[src/rtl/f1_pkg.sv]
// Shared types and helpers for the F1 start-light reaction timer.
package f1_pkg;

    // Widest light bar the helper below supports; narrower bars use the low bits.
    localparam int MAX_LIGHTS = 32;

    // All lights on, sliced down to the actual bar width by the user.
    localparam logic [MAX_LIGHTS-1:0] LIGHTS_ALL = '1;

    typedef enum logic [2:0] {
        IDLE,
        FILLING,
        ARMED,
        TIMING,
        DONE,
        FAULT
    } state_t;

    // One thermometer step: shift up and light one more lamp at the bottom.
    function automatic logic [MAX_LIGHTS-1:0] therm_next(input logic [MAX_LIGHTS-1:0] x);
        return {x[MAX_LIGHTS-2:0], 1'b1};
    endfunction

endpackage

[src/rtl/rise_detect.sv]
// Rising-edge detector for the already-synchronised button level.
module rise_detect (
    input  logic clk,
    input  logic rst_n,
    input  logic d,
    output logic rise
);

    logic d_q;

    // Remember last cycle's level to spot the low-to-high transition.
    // NOTE: sequential state uses non-blocking assignments so every flop samples pre-edge values.
    always_ff @(posedge clk or negedge rst_n) begin
        if (!rst_n) begin
            d_q <= 1'b0;
        end else begin
            d_q <= d;
        end
    end

    assign rise = d & ~d_q;

endmodule

[src/rtl/f1_reaction_timer.sv]
// Measures driver reaction from lights-out to button press and flags
// jump starts, timeouts and malformed light sequences.
module f1_reaction_timer
    import f1_pkg::*;
#(
    parameter int N_LIGHTS = 8,
    parameter int CNT_W    = 16
) (
    input  logic                clk,
    input  logic                rst_n,
    input  logic [N_LIGHTS-1:0] lights,
    input  logic                tick,
    input  logic                btn,
    output logic [CNT_W-1:0]    react_time,
    output logic                result_valid,
    output logic                jump_start,
    output logic                timeout,
    output logic                seq_err,
    output logic                busy
);

    localparam logic [N_LIGHTS-1:0] LIGHTS_FULL = LIGHTS_ALL[N_LIGHTS-1:0];
    localparam logic [N_LIGHTS-1:0] LIGHTS_ONE  = N_LIGHTS'(1);
    localparam logic [N_LIGHTS-1:0] LIGHTS_OFF  = '0;
    localparam logic [CNT_W-1:0]    CNT_MAX     = '1;

    state_t              state, state_d;
    logic [N_LIGHTS-1:0] lights_q;
    logic [CNT_W-1:0]    cnt, cnt_d;
    logic [CNT_W-1:0]    react_d;
    logic                jump_d, timeout_d, valid_d;
    logic                press;
    logic [N_LIGHTS-1:0] step_next;
    logic                step_ok;

    rise_detect u_rise (
        .clk   (clk),
        .rst_n (rst_n),
        .d     (btn),
        .rise  (press)
    );

    // A legal filling step either holds the previous pattern or adds one lamp.
    assign step_next = N_LIGHTS'(therm_next(MAX_LIGHTS'(lights_q)));
    assign step_ok   = (lights == lights_q) || (lights == step_next);

    // Next-state, counter and result computation for the measurement FSM.
    // NOTE: every variable gets a default first so no path can infer a latch.
    always_comb begin
        state_d   = state;
        cnt_d     = cnt;
        react_d   = react_time;
        jump_d    = jump_start;
        timeout_d = timeout;

        case (state)
            IDLE: begin
                if (lights == LIGHTS_ONE) begin
                    state_d   = FILLING;
                    jump_d    = 1'b0;
                    timeout_d = 1'b0;
                end else if (lights != LIGHTS_OFF) begin
                    state_d = FAULT;
                end
            end
            FILLING: begin
                if (press) begin
                    state_d = DONE;
                    jump_d  = 1'b1;
                    react_d = '0;
                end else if (!step_ok) begin
                    state_d = FAULT;
                end else if (lights == LIGHTS_FULL) begin
                    state_d = ARMED;
                end
            end
            ARMED: begin
                // A press on the very cycle the lights go out is a legal zero-tick reaction.
                if (press) begin
                    state_d = DONE;
                    react_d = '0;
                    jump_d  = (lights != LIGHTS_OFF);
                end else if (lights == LIGHTS_OFF) begin
                    state_d = TIMING;
                    cnt_d   = '0;
                end else if (lights != LIGHTS_FULL) begin
                    state_d = FAULT;
                end
            end
            TIMING: begin
                if (press) begin
                    state_d = DONE;
                    react_d = cnt;
                end else if (lights != LIGHTS_OFF) begin
                    state_d = FAULT;
                end else if (tick) begin
                    if (cnt == CNT_MAX) begin
                        state_d   = DONE;
                        timeout_d = 1'b1;
                        react_d   = CNT_MAX;
                    end else begin
                        cnt_d = cnt + CNT_W'(1);
                    end
                end
            end
            DONE: begin
                if (lights == LIGHTS_ONE) begin
                    state_d   = FILLING;
                    jump_d    = 1'b0;
                    timeout_d = 1'b0;
                end else if (lights != LIGHTS_OFF) begin
                    state_d = FAULT;
                end
            end
            FAULT: begin
                if (lights == LIGHTS_OFF) begin
                    state_d = IDLE;
                end
            end
            default: state_d = IDLE;
        endcase
    end

    // Result strobe fires only on entry into DONE, not while it is held.
    assign valid_d = (state_d == DONE) && (state != DONE);

    // State, counter and result registers.
    always_ff @(posedge clk or negedge rst_n) begin
        if (!rst_n) begin
            state        <= IDLE;
            lights_q     <= '0;
            cnt          <= '0;
            react_time   <= '0;
            jump_start   <= 1'b0;
            timeout      <= 1'b0;
            result_valid <= 1'b0;
        end else begin
            state        <= state_d;
            lights_q     <= lights;
            cnt          <= cnt_d;
            react_time   <= react_d;
            jump_start   <= jump_d;
            timeout      <= timeout_d;
            result_valid <= valid_d;
        end
    end

    assign seq_err = (state == FAULT);
    assign busy    = (state == FILLING) || (state == ARMED) || (state == TIMING);

endmodule

[config.mk]
export PLATFORM = sky130hd
export DESIGN_NAME = f1_reaction_timer
export DESIGN_NICKNAME = d
export VERILOG_FILES = /design/src/rtl/f1_pkg.sv /design/src/rtl/rise_detect.sv /design/src/rtl/f1_reaction_timer.sv
export SDC_FILE = /design/constraint.sdc
export NUM_CORES = 1
export LEC_CHECK = 0
export ABC_AREA = 1
export CAP_MARGIN = 10
export CORE_UTILIZATION = 32
export DETAILED_ROUTE_END_ITERATION = 8
export PLACE_DENSITY_LB_ADDON = 0.1
export SYNTH_ARGS = -nofsm -noshare
export SYNTH_HDL_FRONTEND = slang
export SYNTH_SLANG_ARGS = --single-unit
[constraint.sdc]
create_clock -name clk -period 4.12 [get_ports clk]
set_clock_uncertainty 0.1 [all_clocks]
set_input_delay 0.824 -clock clk [delete_from_list [all_inputs] [get_ports clk]]
set_output_delay 0.824 -clock clk [all_outputs]
set_load 0.005 [all_outputs]
==> flow_summary.rst <==
.. list-table::
   :header-rows: 1

   * - Metric
     - Value
   * - Height of the die
     - 97.4 um
   * - DIE AREA
     - 9490 um^2
   * - Final-layout fill cell count
     - 939
   * - Fin. max-slew vios
     - 0
   * - Total GRT Usage
     - between 10% and 20%
   * - Number of nets with antenna violations after detailed routing
     - 0
   * - Pin count of the biggest net entering global routing
     - 48
   * - Xor-xnor portion of the synthesized cell area
     - about 6%
   * - Setup repair after global routing missed its margin
     - false
   * - Count of cell types in the netlist
     - 29
   * - Mux contribution to synthesized area
     - 0%
   * - Setup fix buffers added after clock tree synthesis
     - 0
   * - Post-synthesis to final-layout area growth
     - 17.1%
   * - Synth async-reset ratio
     - 100%
   * - Cells on worst reg2reg path
     - 9
   * - # port buffers
     - 32
   * - Synthesized instance count
     - 411
   * - Synth area leaders
     - sky130_fd_sc_hd__dfrtp_1 40%, sky130_fd_sc_hd__nand2_1 20%, sky130_fd_sc_hd__nor2_1 6.6%
   * - Worst setup SP type
     - input port
   * - Via density per instance
     - 4.69
   * - Synthesized area per cell
     - ~7 um^2
   * - Critical Path Sink
     - cnt[6]$_DFFE_PN0P_
   * - Net count after synthesis
     - 424
   * - Number of resized instances in the post-cts repair step
     - 0
   * - Worst path arrival time
     - 2.67 ns
   * - Number of clock sinks seen by CTS
     - 47
   * - Adder-Cell Fraction of Synth Area
     - less than 1%
   * - Number of inserted diodes
     - 0
   * - CP startpoint
     - lights[3]
   * - Worst min path class
     - reg2reg
   * - Combinational family with the most area after synthesis
     - simple AND/OR/NAND/NOR gates
   * - Met2 WL post-DR
     - about 2.8 mm
   * - Yosys warnings
     - 0
   * - Reg-to-Reg Start
     - state[2]$_DFF_PN0_
   * - Total gr overflow
     - 0
   * - PwrDens
     - 319 nW/um^2
   * - Initial antenna violation count
     - 0
   * - Number of buffers on the longest clock path
     - 2
   * - Topmost layer with routed signal wires
     - met4
   * - Number of global-route vias before repair
     - 2377
   * - Type of the worst setup path
     - in2reg
   * - Overall via count from detail_route
     - 2573
   * - Number of design-rule violations left by the first detailed-router iteration
     - 157
   * - Run status
     - finished clean
   * - Share of the synthesized area in the top cell type
     - 40.4%
   * - Total core area
     - between 8000 and 9000 um^2
   * - Achievable frequency
     - 0.389 GHz
   * - Headroom to the max-slew limit
     - between 50 and 60%
   * - Number of detailed-routing iterations run before antenna repair
     - 4
   * - Endpoints failing hold
     - 0
   * - Detailed Route WL
     - 6.63 mm
   * - Detailed-route wire length on metal 1
     - 3.46 mm
   * - Max-capacitance violation count
     - 0
   * - Total Nets Final
     - 454
   * - Count of hold buffers inserted by post-cts repair
     - 0
   * - Cell taking the most area after synthesis
     - sky130_fd_sc_hd__dfrtp_1
   * - Main synth FF type
     - sky130_fd_sc_hd__dfrtp_1
   * - Cell area after technology mapping
     - 2910 um^2
   * - Clock input transition at the sequential cells of the worst setup and hold paths
     - around 0.090 ns
   * - Worst Path Max Fanout
     - 16
   * - Share of layout cells above drive strength 1
     - under 10%
   * - Final Wtd Congestion
     - 0.784
   * - Reg-to-reg slack, setup
     - 1.73 ns
   * - Sum Neg Setup Slack
     - 0 ns
   * - Final Critical Period
     - between 2 and 3 ns
   * - Worst skew pair latency
     - 0.30 ns
   * - Global-route wire length before repair
     - 11.4 mm
   * - Worst EP required
     - approximately 4.2 ns
   * - Number of register bits inferred by synthesis
     - 47
   * - Final core utilization
     - 38.9%
   * - Reported leakage power
     - 1.59 nW
   * - Root buffer selected by CTS
     - sky130_fd_sc_hd__clkbuf_8
   * - Share of synthesized cell area in and, or, nand and nor gates
     - between 40% and 50%
   * - CTS buffer count
     - 5
   * - Post-route clock period utilization
     - 62.5%
   * - Top-count cell post-synth
     - sky130_fd_sc_hd__nand2_1
   * - Post-synthesis sequential area ratio
     - 40.4%
   * - Capturing element type of the critical path
     - register
   * - Worst vdd rail ir drop
     - 0.109 mV
   * - Post-Place Cells
     - 542
   * - Met3 WL
     - 246 um
   * - Routed wire length per instance
     - 12.1 um
   * - Number of I/O pins
     - 33
   * - TritonCTS clock tree
     - built
   * - Die width
     - 97.4 um
   * - Most frequent cells after synthesis
     - 157 x sky130_fd_sc_hd__nand2_1, 51 x sky130_fd_sc_hd__nor2_1, 47 x sky130_fd_sc_hd__dfrtp_1, 30 x sky130_fd_sc_hd__nand3_1, 26 x sky130_fd_sc_hd__inv_1
   * - Count of flip-flops with a built-in enable after synthesis
     - 0
   * - Placement Rows
     - 34
   * - Non-filler cells in the finished layout
     - 549
   * - Number of DRC violations after detailed routing
     - 0
   * - Deepest level of the CTS H-tree
     - 2
   * - Finish-stage setup viols
     - 0
   * - Initial core utilization
     - 33.2%
   * - Half-perimeter wire length after detailed placement
     - 4.77 mm
   * - Compound-cell area share of the yosys netlist
     - 5.07%
   * - Actual slew at the worst max-slew pin
     - 0.670 ns
   * - Reg-to-reg critical path endpoint
     - react_time[11]$_DFFE_PN0P_
==> cells by family (layout without fill, tap and decap cells) <==
logic type | count (synthesis) | in the layout
AOI/OAI and AO/OA | 28 | 28
xor gates and xnor gates | 20 | 20
adders and majority gates | 1 | 1
buffers and inverters | 41 | 71
DFF | 47 | 47
and+or+nand+nor | 274 | 274
==> power by group <==
group,switching (W),internal [W]
logic,0.000150,0.000101
registers,0.0000197,0.000484
clock network,0.000154,0.000178
total,0.000324,0.000763
==> critical path, cell delays in order <==
cell and delay (ns):
sky130_fd_sc_hd__clkdlybuf4s50_1 0.51, sky130_fd_sc_hd__nor2_1 0.18, sky130_fd_sc_hd__nand2_1 0.10, sky130_fd_sc_hd__inv_1 0.06, sky130_fd_sc_hd__nand2_1 0.11, sky130_fd_sc_hd__nand2_1 0.12, sky130_fd_sc_hd__nand2_1 0.09, sky130_fd_sc_hd__nor2_4 0.31
sky130_fd_sc_hd__nand2_4 0.20, sky130_fd_sc_hd__nand2_1 0.10, sky130_fd_sc_hd__nand2_1 0.05
==> stage by stage <==
stage / instance area, um^2 / hold slack (ns) / power (W) / setup WS, ns
4_1_cts: 3410 / 0.382 / 0.00111 / 1.53
5_1_grt: 3410 / 0.412 / 0.00116 / 1.34
6_report: 3410 / 0.375 / 0.00109 / 1.55
3_3_place_gp: 3310 / 0.356 / 0.000768 / 1.19
3_5_place_dp: 3310 / 0.360 / 0.000767 / 1.22
2_1_floorplan: 2910 / 0.365 / 0.000673 / 2.12
==> layer usage <==
layer | vias to the layer above | global-route usage, %
li1 | 1343 | -
met1 | 1172 | 21.5
met2 | 52 | 21.5
met3 | 6 | 2.59
met4 | 0 | 5.32
met5 | - | 0
==> how the worst min path moves through the flow <==
stage	from	to	slack [ns]	depth (start not counted)
after floorplan	react_time[0]$_DFFE_PN0P_	react_time[0]$_DFFE_PN0P_	0.36	2
after global placement	react_time[10]$_DFFE_PN0P_	react_time[10]$_DFFE_PN0P_	0.36	2
after detailed placement	react_time[15]$_DFFE_PN0P_	react_time[15]$_DFFE_PN0P_	0.36	2
after CTS	react_time[15]$_DFFE_PN0P_	react_time[15]$_DFFE_PN0P_	0.38	2
after global routing	react_time[12]$_DFFE_PN0P_	react_time[12]$_DFFE_PN0P_	0.41	2
final	react_time[2]$_DFFE_PN0P_	react_time[2]$_DFFE_PN0P_	0.37	2
==> cell usage in the layout, fill, tap and decap left out, types with 3 or more instances in the layout <==
cell / count
sky130_fd_sc_hd__nand3b_1: 17
sky130_fd_sc_hd__nor2_1: 51
sky130_fd_sc_hd__xor2_1: 5
sky130_fd_sc_hd__clkdlybuf4s50_1: 31
sky130_fd_sc_hd__nand2_1: 157
sky130_fd_sc_hd__nor2_2: 5
sky130_fd_sc_hd__a21oi_1: 4
sky130_fd_sc_hd__inv_2: 5
sky130_fd_sc_hd__nand4_1: 3
sky130_fd_sc_hd__nand2_4: 4
sky130_fd_sc_hd__o21ai_0: 20
sky130_fd_sc_hd__dfrtp_1: 47
sky130_fd_sc_hd__inv_1: 26
sky130_fd_sc_hd__xnor2_1: 15
sky130_fd_sc_hd__nand3_1: 30
sky130_fd_sc_hd__nor2_4: 4
sky130_fd_sc_hd__clkbuf_8: 5
==> registers in the layout, summed over array words and instances, names as in the netlist <==
register      flops
cnt              16
react_time       16
lights_q          8
state             3
jump_start        1
result_valid      1
timeout           1
u_rise.d_q        1
==> area by class of cell <==
cell class	instances	area (um^2)	area share (%)
Clock inverter	1	30.0	0.881
Sequential cell	47	1180	34.5
Clock buffer	6	72.6	2.13
Timing Repair Buffer	33	323	9.47
Inverter	31	116	3.41
Multi-Input combinational cell	323	1560	45.7
Tap cell	108	135	3.96
(Power assumes the default switching activity.)
